## src/rtl/fpu_addsub_rr_scheduler.sv

```systemverilog
// Round-robin front end that shares one pipelined FP32 add/sub unit among NUM_REQ requesters.
// Latency: grant is combinational, issue is registered (+1), result is returned FPU_LAT+2 cycles after the handshake.
// Backpressure: i_hold or the absence of a grant stalls requesters; responses have no backpressure and always drain.
module fpu_addsub_rr_scheduler #(
    parameter int SIZE_DATA = 32,
    parameter int NUM_REQ   = 4,
    parameter int FPU_LAT   = 3
) (
    input  logic                         i_clk,
    input  logic                         i_rst_n,
    input  logic                         i_hold,
    input  logic [NUM_REQ-1:0]           i_req_valid,
    input  logic [NUM_REQ-1:0]           i_req_op,
    input  logic [NUM_REQ*SIZE_DATA-1:0] i_req_a,
    input  logic [NUM_REQ*SIZE_DATA-1:0] i_req_b,
    output logic [NUM_REQ-1:0]           o_req_ready,
    output logic                         o_fpu_valid,
    output logic                         o_fpu_op,
    output logic [SIZE_DATA-1:0]         o_fpu_a,
    output logic [SIZE_DATA-1:0]         o_fpu_b,
    input  logic [SIZE_DATA-1:0]         i_fpu_result,
    output logic [NUM_REQ-1:0]           o_rsp_valid,
    output logic [SIZE_DATA-1:0]         o_rsp_data,
    output logic [$clog2(FPU_LAT+2):0]   o_inflight,
    output logic                         o_busy
);

    localparam int IDW = (NUM_REQ > 1) ? $clog2(NUM_REQ) : 1;
    localparam int CW  = $clog2(FPU_LAT + 2) + 1;

    // arbitration
    logic [IDW-1:0]       ptr_q, ptr_d;
    logic [IDW-1:0]       gnt_id, cand_id;
    logic                 found, hs;
    logic [NUM_REQ-1:0]   gnt;

    // issue registers
    logic                 fpu_vld_q, fpu_vld_d;
    logic                 fpu_op_q, fpu_op_d;
    logic [SIZE_DATA-1:0] fpu_a_q, fpu_a_d;
    logic [SIZE_DATA-1:0] fpu_b_q, fpu_b_d;
    logic [IDW-1:0]       iss_id_q, iss_id_d;

    // tag pipe tracking which requester owns each op inside the unit
    logic [FPU_LAT-1:0]   tag_vld_q, tag_vld_d;
    logic [IDW-1:0]       tag_id_q [FPU_LAT];
    logic [IDW-1:0]       tag_id_d [FPU_LAT];

    // response and occupancy
    logic [NUM_REQ-1:0]   rsp_vld_q, rsp_vld_d;
    logic [SIZE_DATA-1:0] rsp_dat_q, rsp_dat_d;
    logic [CW-1:0]        infl_q, infl_d;

    // Round-robin search starting at ptr; hold and reset suppress any grant.
    always_comb begin
        found   = 1'b0;
        gnt_id  = '0;
        cand_id = '0;
        for (int i = 0; i < NUM_REQ; i++) begin
            cand_id = IDW'((int'(ptr_q) + i) % NUM_REQ);
            if (!found && i_req_valid[cand_id]) begin
                found  = 1'b1;
                gnt_id = cand_id;
            end
        end
        hs  = found && !i_hold && i_rst_n;
        gnt = '0;
        if (hs) begin
            gnt[gnt_id] = 1'b1;
        end
    end

    // Next-state for pointer, issue stage, tag pipe, response and in-flight count.
    always_comb begin
        ptr_d     = ptr_q;
        fpu_vld_d = hs;
        fpu_op_d  = fpu_op_q;
        fpu_a_d   = fpu_a_q;
        fpu_b_d   = fpu_b_q;
        iss_id_d  = iss_id_q;
        if (hs) begin
            ptr_d    = (gnt_id == IDW'(NUM_REQ - 1)) ? '0 : gnt_id + IDW'(1);
            fpu_op_d = i_req_op[gnt_id];
            fpu_a_d  = i_req_a[int'(gnt_id)*SIZE_DATA +: SIZE_DATA];
            fpu_b_d  = i_req_b[int'(gnt_id)*SIZE_DATA +: SIZE_DATA];
            iss_id_d = gnt_id;
        end

        // Stage 0 follows the issue cycle, so the last stage lines up with the unit result.
        tag_vld_d    = '0;
        tag_vld_d[0] = fpu_vld_q;
        tag_id_d[0]  = iss_id_q;
        for (int i = 1; i < FPU_LAT; i++) begin
            tag_vld_d[i] = tag_vld_q[i-1];
            tag_id_d[i]  = tag_id_q[i-1];
        end

        rsp_vld_d = '0;
        rsp_dat_d = rsp_dat_q;
        if (tag_vld_q[FPU_LAT-1]) begin
            rsp_vld_d[tag_id_q[FPU_LAT-1]] = 1'b1;
            rsp_dat_d                      = i_fpu_result;
        end

        // An op counts from its issue cycle through its response cycle inclusive.
        infl_d = infl_q + CW'(hs) - CW'(|rsp_vld_q);
    end

    // State registers; reset drops everything in flight.
    always_ff @(posedge i_clk or negedge i_rst_n) begin
        if (!i_rst_n) begin
            ptr_q     <= '0;
            fpu_vld_q <= 1'b0;
            fpu_op_q  <= 1'b0;
            fpu_a_q   <= '0;
            fpu_b_q   <= '0;
            iss_id_q  <= '0;
            tag_vld_q <= '0;
            for (int i = 0; i < FPU_LAT; i++) begin
                tag_id_q[i] <= '0;
            end
            rsp_vld_q <= '0;
            rsp_dat_q <= '0;
            infl_q    <= '0;
        end else begin
            ptr_q     <= ptr_d;
            fpu_vld_q <= fpu_vld_d;
            fpu_op_q  <= fpu_op_d;
            fpu_a_q   <= fpu_a_d;
            fpu_b_q   <= fpu_b_d;
            iss_id_q  <= iss_id_d;
            tag_vld_q <= tag_vld_d;
            tag_id_q  <= tag_id_d;
            rsp_vld_q <= rsp_vld_d;
            rsp_dat_q <= rsp_dat_d;
            infl_q    <= infl_d;
        end
    end

    assign o_req_ready = gnt;
    assign o_fpu_valid = fpu_vld_q;
    assign o_fpu_op    = fpu_op_q;
    assign o_fpu_a     = fpu_a_q;
    assign o_fpu_b     = fpu_b_q;
    assign o_rsp_valid = rsp_vld_q;
    assign o_rsp_data  = rsp_dat_q;
    assign o_inflight  = infl_q;
    assign o_busy      = (infl_q != '0);

endmodule

```

## config.mk

```make
export PLATFORM = sky130hd
export DESIGN_NAME = fpu_addsub_rr_scheduler
export DESIGN_NICKNAME = d
export VERILOG_FILES = /design/src/rtl/fpu_addsub_rr_scheduler.sv
export SDC_FILE = /design/constraint.sdc
export NUM_CORES = 1
export LEC_CHECK = 0
export CAP_MARGIN = 20
export CELL_PAD_IN_SITES_DETAIL_PLACEMENT = 0
export CELL_PAD_IN_SITES_GLOBAL_PLACEMENT = 1
export CORE_AREA = 2 2 161 163
export DETAILED_ROUTE_END_ITERATION = 6
export DIE_AREA = 0 0 163 165
export MAX_ROUTING_LAYER = met4
export PLACE_DENSITY = 0.86
export SETUP_SLACK_MARGIN = 0.15
export SKIP_LAST_GASP = 1
export SYNTH_ARGS = -nofsm -noshare
export SYNTH_HDL_FRONTEND = slang
export SYNTH_SLANG_ARGS = --single-unit
export TNS_END_PERCENT = 10
```

## constraint.sdc

```tcl
create_clock -name i_clk -period 6.35 [get_ports i_clk]
set_input_delay 1.905 -clock i_clk [delete_from_list [all_inputs] [get_ports i_clk]]
set_output_delay 1.905 -clock i_clk [all_outputs]
set_load 0.01 [all_outputs]
```

==> summary.txt, run 1 <==
run status -> finished clean
clock latency reported for the late side of the worst-skew pair -> 0.41 ns
via total after detailed routing -> 5707
total number of nets in the final design -> 1221
total of endpoints with negative setup slack in the final report -> 0
Switch Pwr -> 1.381 mW
Pre-Repair DR Iteration Count -> 4
multiplexer share of the synthesized area -> 24.95%
Cell Pwr Density -> 346.3 mW/mm²
kind of path behind the tightest hold check -> flip-flop to flip-flop
cell taking the most area after synthesis -> sky130_fd_sc_hd__dfrtp_1
crit end category -> output port
Rel. slew slack -> 32.15%
relative area change from synthesis to final layout -> 72.17%
slew of the pin with the lowest slew margin -> 1.018 ns
wire length reported by the detailed router -> 22.56 mm
number of diodes added for antenna fixing -> 0
# hold bufs at CTS -> 0
FFs w/ async S/R, synth -> 100.0%
highest net fanout along the worst path -> 7
synthesized-area fraction occupied by ao, oa, aoi and oai cells -> 13.76%
effective utilization at floorplan -> 26.44%
time the worst path needs with I/O delays and setup -> 5.898 ns
clock root buffer -> sky130_fd_sc_hd__clkbuf_16
detailed-route vias per instance -> 4.547
gpl congestion -> 0.8472
fraction of synthesized cell area in xor and xnor cells -> 0.2647%
CTS tree -> yes
DRC marker count from the first detailed-route iteration -> 274
number of max-cap violations -> 0
final worst path period share -> 92.89%
Post-Synthesis Cells -> 514
largest net degree at the start of global routing -> 75
setup repair after global routing missed its margin -> false
number of placement rows -> 58
initial antenna violation count -> 0
clock network fraction of total power -> 25.5%
final slew viol count -> 0
number of synthesized flops with an enable pin -> 0
htree depth -> 4
Adder-Cell Fraction of Synth Area -> 2.004%
number of register bits inferred by synthesis -> 119
combined global-route utilization of all metal layers -> 16.84%
endpoint required time on the critical path -> 4.45 ns
combinational family with the most area after synthesis -> multiplexers
overall overflow remaining after global route -> 0
clk_skew -> 0.01333 ns
leak pwr -> 4.703 nW
fraction of layout instances using a drive strength above 1 -> 13.30%
number of sinks driven by the clock tree -> 119
average wire length per cell after detail routing -> 17.98 µm
Placeable Area -> 0.02504 mm²
simple-gate portion of the synthesized area -> 6.862%
number of distinct library cells after synthesis -> 46
Highest Clock Rate -> 169.5 MHz
Die ar. -> 0.02690 mm²
Peak supply drop -> 0.0002084 V
met2 layer usage reported by global route -> 28.39%
global-route wire length before repair -> 33.66 mm
Yosys warnings -> 0
number of hold-slack violations in the final timing report -> 0
horizontal die dimension -> 163 µm
Switching Fraction -> 34.99%
quantity of I/O buffers inserted on ports -> 409
most used flip-flop cell after synthesis -> sky130_fd_sc_hd__dfrtp_1
Num CTS Buffers -> 17
Post-Syn Area -> 0.006619 mm²
Reg power frac -> 29.1%
estimated wirelength of the detail-placed design -> 16.57 mm
post-synth top area share -> 44.99%
grt met3 use -> 4.897%
portion of the post-synthesis area used by sequential elements -> 44.99%
number of global-route vias before repair -> 5985
ranking of synthesized cells by area -> sky130_fd_sc_hd__dfrtp_1 (45%), sky130_fd_sc_hd__mux2i_1 (20%), sky130_fd_sc_hd__o221ai_2 (9.3%)
total DRC errors in the routed layout -> 0
cell-internal power -> 2.565 mW
number of filler cells placed in the layout -> 2375
global routing usage on met1 -> 19.81%
Synth Net Count -> 823
power share of the combinational group -> 45.3%
deepest clock path buffer count -> 2
Fin Setup TNS -> 0 ns
Post-DRT Antenna Nets -> 0
Critical Setup Path Class -> input pin to output port
data arrival time of the critical path -> 3.99 ns
total chip power -> 3.946 mW
layer with the highest usage after global routing -> met2
Avg Synthesized Cell Area -> 12.88 µm²
Setup Fix Bufs, Post-CTS -> 0
number of gates given a new drive strength after cts -> 0
number of top-level design ports -> 410
clock slew at reported path FFs -> 0.07 ns
vertical die dimension -> 165 µm
crit start category -> input pin
==> metrics by stage <==
step / hold WS, ns / util, % / cell area [µm²] / std cells / setup WS, ns
after floorplan: 0.3312 / - / 6619 / 514 / 1.343
after global placement: 0.3347 / 42.99 / 10760 / 1222 / 0.5210
after detailed placement: 0.3364 / 42.99 / 10760 / 1222 / 0.4774
after CTS: 0.3459 / 45.41 / 11370 / 1254 / 0.4649
after global routing: 0.3488 / 45.52 / 11400 / 1255 / 0.3346
final: 0.3369 / 45.52 / 11400 / 1255 / 0.4515
==> registers in the layout (all words and copies together), names as in the netlist <==
signal	flops
o_rsp_data	32
o_rsp_valid	4
tag_id_q	2
o_fpu_op	1
o_inflight	4
o_fpu_b	32
tag_vld_q	3
tag_id_d	4
o_fpu_a	32
iss_id_q	2
o_fpu_valid	1
ptr_q	2
==> placed cells by master, fill, tap and decap left out, drive strengths merged, types with 2 or more instances in the layout <==
| master | count |
|---|---|
| nor3b | 2 |
| clkinv | 2 |
| o21ai | 2 |
| and2 | 4 |
| or4 | 2 |
| o221ai | 64 |
| nand3 | 2 |
| clkinvlp | 2 |
| mux2i | 129 |
| nor2b | 4 |
| buf | 10 |
| a211o | 2 |
| inv | 21 |
| dfrtp | 119 |
| clkbuf | 17 |
| nand2 | 77 |
| ha | 9 |
| clkdlybuf4s50 | 408 |
| mux2 | 32 |
==> power groups by stage <==
stage / sequential (mW) / combinational (mW) / clock (mW)
after floorplan: 1.25 / 0.986 / 0
after global routing: 1.18 / 1.93 / 1.08
after CTS: 1.15 / 1.81 / 1.04
after global placement: 1.15 / 1.79 / 0
final: 1.15 / 1.79 / 1.01
after detailed placement: 1.16 / 1.80 / 0
==> per-layer routing <==
metal,part of all wire [%],vias up,wire length (µm)
li1,-,2722,-
met1,41,2700,9193
met5,0,-,0
met3,8.1,20,1832
met4,1.4,0,306
met2,50,265,11230
==> synth_stat cells (2+ instances only) <==
cell / n
sky130_fd_sc_hd__a211o_1: 2
sky130_fd_sc_hd__and2_1: 4
sky130_fd_sc_hd__buf_12: 10
sky130_fd_sc_hd__buf_2: 10
sky130_fd_sc_hd__buf_4: 8
sky130_fd_sc_hd__buf_6: 2
sky130_fd_sc_hd__bufbuf_8: 4
sky130_fd_sc_hd__clkbuf_1: 4
sky130_fd_sc_hd__dfrtp_1: 119
sky130_fd_sc_hd__ha_1: 9
sky130_fd_sc_hd__inv_1: 8
sky130_fd_sc_hd__inv_2: 2
sky130_fd_sc_hd__mux2_1: 6
sky130_fd_sc_hd__mux2_2: 26
sky130_fd_sc_hd__mux2i_1: 129
sky130_fd_sc_hd__nand2_1: 74
sky130_fd_sc_hd__nand2_2: 2
sky130_fd_sc_hd__nand3_1: 2
sky130_fd_sc_hd__nor2b_1: 2
sky130_fd_sc_hd__nor2b_2: 2
sky130_fd_sc_hd__o21ai_1: 2
sky130_fd_sc_hd__o221ai_1: 23
sky130_fd_sc_hd__o221ai_2: 41
==> critical path: stages <==
cell and delay (ns):
sky130_fd_sc_hd__clkdlybuf4s50_1 0.50, sky130_fd_sc_hd__nor2b_1 0.27, sky130_fd_sc_hd__nor3_2 0.07, sky130_fd_sc_hd__o22ai_2 0.30, sky130_fd_sc_hd__inv_6 0.09, sky130_fd_sc_hd__ha_1 0.22
sky130_fd_sc_hd__and2_1 0.14, sky130_fd_sc_hd__clkdlybuf4s50_1 0.48
==> cell type report <==
type                       count  area [µm²]  area share (%)
inverter                      11       48.80          0.4282
tap                          330       412.9           3.623
clock buffer                  17       425.4           3.733
clock inverter                15       180.2           1.581
sequential                   119        2978           26.13
multi-input combinational    345        3172           27.83
timing repair buffer         418        4179           36.67
==> path summary, 6_finish.rpt <==
kind                                         from                 endpoint  slack (ns)  depth (start not counted)
hold / removal             tag_vld_q[0]$_DFF_PN0_   tag_vld_q[1]$_DFF_PN0_        0.34                          0
setup / recovery                   i_req_valid[1]           o_req_ready[3]        0.45                          8
max in group asynchronous                 i_rst_n  o_inflight[2]$_DFF_PN0_        3.31                          3
hold reg to reg            tag_vld_q[0]$_DFF_PN0_   tag_vld_q[1]$_DFF_PN0_        0.34                          0
min in group asynchronous                 i_rst_n   o_fpu_b[9]$_DFFE_PN0P_        1.73                          2
setup reg to reg             ptr_q[0]$_DFFE_PN0P_   o_fpu_b[1]$_DFFE_PN0P_        3.54                          8
==> cells by family (layout without fill, tap and decap cells) <==
family,Yosys count,count (layout)
adder cells (fa/ha/maj),10,10
AO/OA/AOI/OAI,76,76
XOR/XNOR,2,2
AND/OR/NAND/NOR,96,96
buffers and inverters,50,461
flip-flops,119,119
multiplexers,161,161
Power figures use the tool's default switching activity.
==> run 2: changes to the inputs <==
--- a/config.mk
+++ b/config.mk
@@ -15,6 +15,7 @@
 export PLACE_DENSITY = 0.86
 export SETUP_SLACK_MARGIN = 0.15
 export SKIP_LAST_GASP = 1
+export SLEW_MARGIN = 30
 export SYNTH_ARGS = -nofsm -noshare
 export SYNTH_HDL_FRONTEND = slang
 export SYNTH_SLANG_ARGS = --single-unit
==> run 2 against run 1 <==
- global-route usage grew 0.11 points
- design area hardly changed
- worst setup slack worse by 0.047 ns
- die area unchanged
- maximum frequency fell by 0.79%
- critical path depth stayed put
- non-clock buffer count decreased by 1
- sequential share of layout area barely moved
- clock power hardly changed
- sequential cell count did not move
==> summary.txt, run 2 (synthesis gave the netlist of run 1 again) <==
run status -> finished clean
initial antenna violation count -> 1
highest-count cells in the layout ignoring fill and taps -> sky130_fd_sc_hd__clkdlybuf4s50_1 (408), sky130_fd_sc_hd__mux2i_1 (129), sky130_fd_sc_hd__dfrtp_1 (119), sky130_fd_sc_hd__nand2_1 (74), sky130_fd_sc_hd__o221ai_2 (41)
slew of the pin with the lowest slew margin -> 0.9768 ns
worst-path cell with the longest stage delay -> sky130_fd_sc_hd__clkdlybuf4s50_1
hold slack final -> 0.3422 ns
Highest Clock Rate -> 168.2 MHz
final worst path period share -> 93.63%
number of placement rows -> 58
total DRC errors in the routed layout -> 0
number of hold-slack violations in the final timing report -> 0
Area after DPL -> 0.01077 mm²
crit end category -> output port
clock root buffer -> sky130_fd_sc_hd__clkbuf_16
CTS tree -> yes
kind of path behind the tightest hold check -> flip-flop to flip-flop
commonest non-fill, non-tap cell in the layout -> sky130_fd_sc_hd__clkdlybuf4s50_1
family of cells with the greatest summed delay on the critical path -> buffers and inverters
total of endpoints with negative setup slack in the final report -> 0
Rel. slew slack -> 34.88%
CP Cell Sequence -> clkdlybuf4s50_1 -> nor2b_1 -> a211o_1 -> nand2_2 -> inv_2 -> ha_1 -> and2_1 -> clkdlybuf4s50_1
effective utilization at floorplan -> 26.44%
Peak supply drop -> 0.0001702 V
Critical Setup Path Class -> input pin to output port
average wire length per cell after detail routing -> 17.93 µm
worst stage delay on the critical path -> 0.57 ns
vertical die dimension -> 165 µm
estimated wirelength of the detail-placed design -> 16.60 mm
number of gates given a new drive strength after cts -> 0
Setup Fix Bufs, Post-CTS -> 0
number of top-level design ports -> 410
data arrival time of the critical path -> 4.04 ns
Critical Path Most Common Cell -> sky130_fd_sc_hd__clkdlybuf4s50_1
clk_skew -> 0.01290 ns
Crit path buffers/inverters -> 3
Pre-Repair DR Iteration Count -> 4
Fin Setup TNS -> 0 ns
Num CTS Buffers -> 17
relative area change from synthesis to final layout -> 72.06%
crit start category -> input pin
combined global-route utilization of all metal layers -> 16.95%
DRC marker count from the first detailed-route iteration -> 245
quantity of I/O buffers inserted on ports -> 409
leak pwr -> 4.679 nW
time the worst path needs with I/O delays and setup -> 5.945 ns
largest net degree at the start of global routing -> 75
global-route wire length before repair -> 33.84 mm
Core Util, Final -> 45.49%
gpl congestion -> 0.8472
Placeable Area -> 0.02504 mm²
Cell Pwr Density -> 345.3 mW/mm²
# hold bufs at CTS -> 0
Die ar. -> 0.02690 mm²
detailed-route vias per instance -> 4.559
number of sinks driven by the clock tree -> 119
total number of nets in the final design -> 1220
setup repair after global routing missed its margin -> false
overall overflow remaining after global route -> 0
Post-DRT Antenna Nets -> 0
wire length reported by the detailed router -> 22.50 mm
area used by sequential logic in the layout -> 0.002978 mm²
fraction of layout instances using a drive strength above 1 -> 13.20%
clock latency reported for the late side of the worst-skew pair -> 0.41 ns
total chip power -> 3.932 mW
endpoint required time on the critical path -> 4.45 ns
via total after detailed routing -> 5721
number of filler cells placed in the layout -> 2369
clock slew at reported path FFs -> 0.07 ns
deepest clock path buffer count -> 2
multi-input logic area -> 0.003189 mm²
horizontal die dimension -> 163 µm
number of global-route vias before repair -> 5992
design area -> 0.01139 mm²
htree depth -> 4
highest net fanout along the worst path -> 4
number of max-cap violations -> 0
reg2reg setup slack -> 3.54 ns
final slew viol count -> 0
## run 2: cell count changes in the layout (fill, tap and decap cells not counted)
cell | before | now
sky130_fd_sc_hd__nand2_8 | 0 | 2
sky130_fd_sc_hd__buf_16 | 1 | 0
sky130_fd_sc_hd__diode_2 | 0 | 1
sky130_fd_sc_hd__nand2_4 | 2 | 0
## run 2: worst paths after layout
check,start,cells after the start,end
max,i_req_valid[2],8,o_req_ready[2]
min,tag_vld_q[0]$_DFF_PN0_,0,tag_vld_q[1]$_DFF_PN0_
max reg2reg,ptr_q[1]$_DFFE_PN0P_,7,o_fpu_b[1]$_DFFE_PN0P_
min reg2reg,tag_vld_q[0]$_DFF_PN0_,0,tag_vld_q[1]$_DFF_PN0_
max in group asynchronous,i_rst_n,3,o_inflight[0]$_DFF_PN0_
min in group asynchronous,i_rst_n,2,o_fpu_b[9]$_DFFE_PN0P_
## run 2: through the flow
step                std cells  worst slack, ns
global route             1255           0.2965
floorplan                 514            1.343
detailed placement       1222           0.4505
global placement         1222           0.5210
CTS                      1254           0.4412
finish                   1255           0.4046
## run 2: cell type report
cell class | count | area share, %
Antenna cell | 1 | 0.02197
Timing Repair Buffer | 417 | 36.45
Clock buffer | 17 | 3.735
Inverter | 11 | 0.4285
Tap cell | 330 | 3.626
Sequential cell | 119 | 26.15
Multi-Input combinational cell | 345 | 28.00
Clock inverter | 15 | 1.582
## run 2: per-layer routing
| metal | routed length, µm | track usage, % | vias up |
|---|---|---|---|
| li1 | - | - | 2729 |
| met2 | 11260 | 28.47 | 275 |
| met3 | 1901 | 4.972 | 15 |
| met5 | 0 | - | - |
| met4 | 239 | 4.023 | 0 |
| met1 | 9102 | 20.09 | 2702 |
## run 2: report_power, final
part           internal, mW  total (mW)  switching (mW)
logic                 0.989        1.79           0.798
registers              1.01        1.15           0.143
clock network         0.567       0.997           0.430
total                  2.56        3.93            1.37
## run 2: worst register-to-register path: stages (launching register included)
cell and delay, ns:
sky130_fd_sc_hd__dfrtp_1 0.45, sky130_fd_sc_hd__nor3b_2 0.23, sky130_fd_sc_hd__o22ai_2 0.18, sky130_fd_sc_hd__inv_6 0.13
sky130_fd_sc_hd__buf_4 0.34, sky130_fd_sc_hd__buf_4 0.73, sky130_fd_sc_hd__mux2i_1 0.47, sky130_fd_sc_hd__o221ai_2 0.15
==> run 3: changes to the inputs <==
--- a/config.mk
+++ b/config.mk
@@ -5,14 +5,14 @@
 export SDC_FILE = /design/constraint.sdc
 export NUM_CORES = 1
 export LEC_CHECK = 0
+export ABC_AREA = 1
 export CAP_MARGIN = 20
 export CELL_PAD_IN_SITES_DETAIL_PLACEMENT = 0
 export CELL_PAD_IN_SITES_GLOBAL_PLACEMENT = 1
-export CORE_AREA = 2 2 161 163
+export CORE_UTILIZATION = 26
 export DETAILED_ROUTE_END_ITERATION = 6
-export DIE_AREA = 0 0 163 165
 export MAX_ROUTING_LAYER = met4
-export PLACE_DENSITY = 0.86
+export PLACE_DENSITY = 0.89
 export SETUP_SLACK_MARGIN = 0.15
 export SKIP_LAST_GASP = 1
 export SLEW_MARGIN = 30
==> constraint.sdc (replaced) <==
create_clock -name i_clk -period 6.7 [get_ports i_clk]
set_input_delay 2.01 -clock i_clk [delete_from_list [all_inputs] [get_ports i_clk]]
set_output_delay 2.01 -clock i_clk [all_outputs]
set_load 0.01 [all_outputs]
==> run 3 against run 2 <==
- cell count is 49% higher
- first-iteration DRC count up 92%
- clock-buffer cell count did not move
- combinational power is 81% higher
- sequential cell count did not move
- area after synthesis rose by 13%
- critical endpoint is now o_req_ready[1]
- largest cell class unchanged
- largest power group unchanged
==> summary.txt, run 3 <==
detailed-route vias per instance -> 4.278
effective utilization at floorplan -> 26.71%
Avg Synthesized Cell Area -> 6.857 µm²
area used by sequential logic in the layout -> 0.002979 mm²
clock latency reported for the late side of the worst-skew pair -> 0.41 ns
highest net fanout along the worst path -> 4
met1 routed wirelength after detailed routing -> 11.06 mm
number of gates given a new drive strength after cts -> 0
number of placement rows -> 61
number of hold-slack violations in the final timing report -> 0
ranking of synthesized cells by area -> sky130_fd_sc_hd__dfrtp_1 (40%), sky130_fd_sc_hd__nand2_1 (18%), sky130_fd_sc_hd__nand3_1 (14%)
worst-path cell with the longest stage delay -> sky130_fd_sc_hd__clkdlybuf4s50_1
number of filler cells placed in the layout -> 2807
worst stage delay on the critical path -> 0.55 ns
horizontal die dimension -> 171.6 µm
relative area change from synthesis to final layout -> 66.28%
wire length reported by the detailed router -> 26.64 mm
endpoint required time on the critical path -> 4.69 ns
kind of path behind the tightest hold check -> flip-flop to flip-flop
highest-count cells in the layout ignoring fill and taps -> sky130_fd_sc_hd__clkdlybuf4s50_1 (408), sky130_fd_sc_hd__nand2_1 (367), sky130_fd_sc_hd__nand3_1 (212), sky130_fd_sc_hd__inv_1 (178), sky130_fd_sc_hd__dfrtp_1 (118)
estimated wirelength of the detail-placed design -> 19.93 mm
final worst path period share -> 92.26%
total DRC errors in the routed layout -> 0
number of register bits inferred by synthesis -> 119
met3 wire length -> 1.896 mm
Num CTS Buffers -> 17
via total after detailed routing -> 7982
slew of the pin with the lowest slew margin -> 0.9024 ns
number of max-cap violations -> 0
family of cells with the greatest summed delay on the critical path -> buffers and inverters
leak pwr -> 6.079 nW
deepest clock path buffer count -> 2
uppermost layer routed -> met4
Peak supply drop -> 0.0003519 V
Area after DPL -> 0.01183 mm²
overall overflow remaining after global route -> 0
Crit path buffers/inverters -> 6
clock root buffer -> sky130_fd_sc_hd__clkbuf_16
cell types with the highest counts after synthesis -> sky130_fd_sc_hd__nand2_1 (368), sky130_fd_sc_hd__nand3_1 (212), sky130_fd_sc_hd__inv_1 (178), sky130_fd_sc_hd__dfrtp_1 (119), sky130_fd_sc_hd__or2_1 (101)
quantity of I/O buffers inserted on ports -> 409
most used flip-flop cell after synthesis -> sky130_fd_sc_hd__dfrtp_1
met2 wirelength from detailed routing -> 13.26 mm
run status -> finished clean
setup repair after global routing missed its margin -> false
time the worst path needs with I/O delays and setup -> 6.182 ns
Critical Setup Path Class -> input pin to output port
post-synth top area share -> 39.81%
portion of the post-synthesis area used by sequential elements -> 39.81%
htree depth -> 4
Critical Path Most Common Cell -> sky130_fd_sc_hd__inv_1
initial antenna violation count -> 0
clock slew at reported path FFs -> 0.06 ns
Post-DRT Antenna Nets -> 0
design area -> 0.01244 mm²
Cell Pwr Density -> 432.6 mW/mm²
total number of nets in the final design -> 1784
Rel. slew slack -> 39.84%
fraction of layout instances using a drive strength above 1 -> 4.503%
Setup Fix Bufs, Post-CTS -> 0
multi-input logic area -> 0.003492 mm²
FFs w/ async S/R, synth -> 100.0%
Post-Synthesis Cells -> 1091
Fin Setup TNS -> 0 ns
most common cell in the netlist -> sky130_fd_sc_hd__nand2_1
Synth Net Count -> 1400
global-route wire length before repair -> 39.34 mm
# hold bufs at CTS -> 0
commonest non-fill, non-tap cell in the layout -> sky130_fd_sc_hd__clkdlybuf4s50_1
data arrival time of the critical path -> 4.17 ns
cell taking the most area after synthesis -> sky130_fd_sc_hd__dfrtp_1
combined global-route utilization of all metal layers -> 17.93%
crit end category -> output port
number of synthesized flops with an enable pin -> 0
CP Cell Sequence -> clkdlybuf4s50_1 -> inv_1 -> nand2_1 -> nand3_1 -> nand2_1 -> inv_1 -> nand3b_1 -> inv_1 -> nor2_2 -> ha_1 -> inv_1 -> nor2_1 -> clkdlybuf4s50_1
DRC marker count from the first detailed-route iteration -> 471
Post-Syn Area -> 0.007481 mm²
clk_skew -> 0.01144 ns
final slew viol count -> 0
gpl congestion -> 0.8683
Yosys warnings -> 0
number of distinct library cells after synthesis -> 31
number of global-route vias before repair -> 7481
number of top-level design ports -> 410
vertical die dimension -> 171.6 µm
average wire length per cell after detail routing -> 14.28 µm
number of diodes added for antenna fixing -> 0
number of sinks driven by the clock tree -> 119
total of endpoints with negative setup slack in the final report -> 0
hold slack final -> 0.3496 ns
Placeable Area -> 0.02801 mm²
Die ar. -> 0.02946 mm²
Pre-Repair DR Iteration Count -> 4
largest net degree at the start of global routing -> 129
crit start category -> input pin
Highest Clock Rate -> 161.8 MHz
CTS tree -> yes
run 3: cell types whose count changed after synthesis, moves of 13 or more:
| cell | before | now |
|---|---|---|
| sky130_fd_sc_hd__or2_1 | 0 | 101 |
| sky130_fd_sc_hd__mux2i_1 | 129 | 0 |
| sky130_fd_sc_hd__o221ai_1 | 23 | 0 |
| sky130_fd_sc_hd__o221ai_2 | 41 | 0 |
| sky130_fd_sc_hd__buf_2 | 10 | 27 |
| sky130_fd_sc_hd__mux2_2 | 26 | 0 |
| sky130_fd_sc_hd__clkbuf_1 | 4 | 17 |
| sky130_fd_sc_hd__inv_1 | 8 | 178 |
| sky130_fd_sc_hd__nand2_1 | 74 | 368 |
| sky130_fd_sc_hd__nand3_1 | 2 | 212 |
run 3: final cells by class:
| type | instances | area share (%) |
|---|---|---|
| multi-input cells | 731 | 28.07 |
| flip-flops and latches | 119 | 23.95 |
| well taps | 378 | 3.802 |
| inverters | 181 | 5.472 |
| repair buffers | 425 | 34.11 |
| clock inverters | 15 | 1.177 |
| clock buffers | 17 | 3.420 |
run 3: per-stage QoR:
| stage | instances | utilization (%) | total power, mW | worst slack (ns) |
|---|---|---|---|---|
| final | 1866 | 44.41 | 5.382 | 0.5184 |
| after global routing | 1866 | 44.41 | 5.861 | 0.3330 |
| after CTS | 1865 | 44.28 | 5.443 | 0.5217 |
| after detailed placement | 1833 | 42.24 | 4.503 | 0.5262 |
| after global placement | 1833 | 42.23 | 4.459 | 0.5957 |
| after floorplan | 1091 | - | 3.341 | 1.282 |
run 3: cell families after synthesis:
logic type | after synthesis | share of synthesized area, %
adder cells (fa/ha/maj) | 10 | 1.773
AO/OA/AOI/OAI | 7 | 0.5185
XOR/XNOR | 2 | 0.2342
buffers and inverters | 241 | 13.93
AND/OR/NAND/NOR | 712 | 43.74
flip-flops | 119 | 39.81
run 3: routing by layer:
layer	track usage, %	vias up
li1	-	4061
met3	4.211	24
met2	30.12	261
met1	21.20	3636
met4	5.357	0
met5	-	-
run 3: worst paths after layout:
| kind | cells after the start | slack, ns | endpoint | from |
|---|---|---|---|---|
| max | 13 | 0.52 | o_req_ready[1] | i_req_valid[1] |
| min | 0 | 0.35 | tag_id_d[1]$_DFF_PN0_ | tag_id_d[3]$_DFF_PN0_ |
| max reg2reg | 15 | 3.25 | o_inflight[2]$_DFF_PN0_ | ptr_q[0]$_DFFE_PN0P_ |
| min reg2reg | 0 | 0.35 | tag_id_d[1]$_DFF_PN0_ | tag_id_d[3]$_DFF_PN0_ |
| max in group asynchronous | 3 | 3.79 | tag_vld_q[2]$_DFF_PN0_ | i_rst_n |
| min in group asynchronous | 2 | 1.73 | o_fpu_b[17]$_DFFE_PN0P_ | i_rst_n |
run 3: worst reg2reg max path, cell delays in order, from the launching register on:
cell and delay [ns]:
sky130_fd_sc_hd__dfrtp_1 0.60, sky130_fd_sc_hd__inv_2 0.18, sky130_fd_sc_hd__nand2_1 0.11, sky130_fd_sc_hd__nand2_1 0.11, sky130_fd_sc_hd__nand2_1 0.09, sky130_fd_sc_hd__nand2_2 0.06, sky130_fd_sc_hd__nor2_4 0.11, sky130_fd_sc_hd__nand3b_1 0.14
sky130_fd_sc_hd__nand2_4 0.13, sky130_fd_sc_hd__buf_4 0.63, sky130_fd_sc_hd__ha_1 0.40, sky130_fd_sc_hd__inv_1 0.05, sky130_fd_sc_hd__ha_1 0.16, sky130_fd_sc_hd__inv_1 0.06, sky130_fd_sc_hd__fa_1 0.37, sky130_fd_sc_hd__xnor2_1 0.14
run 3: power by group:
part | switching [mW] | internal (mW)
clock network | 0.404 | 0.497
logic | 1.80 | 1.44
registers | 0.197 | 1.05
total | 2.40 | 2.98
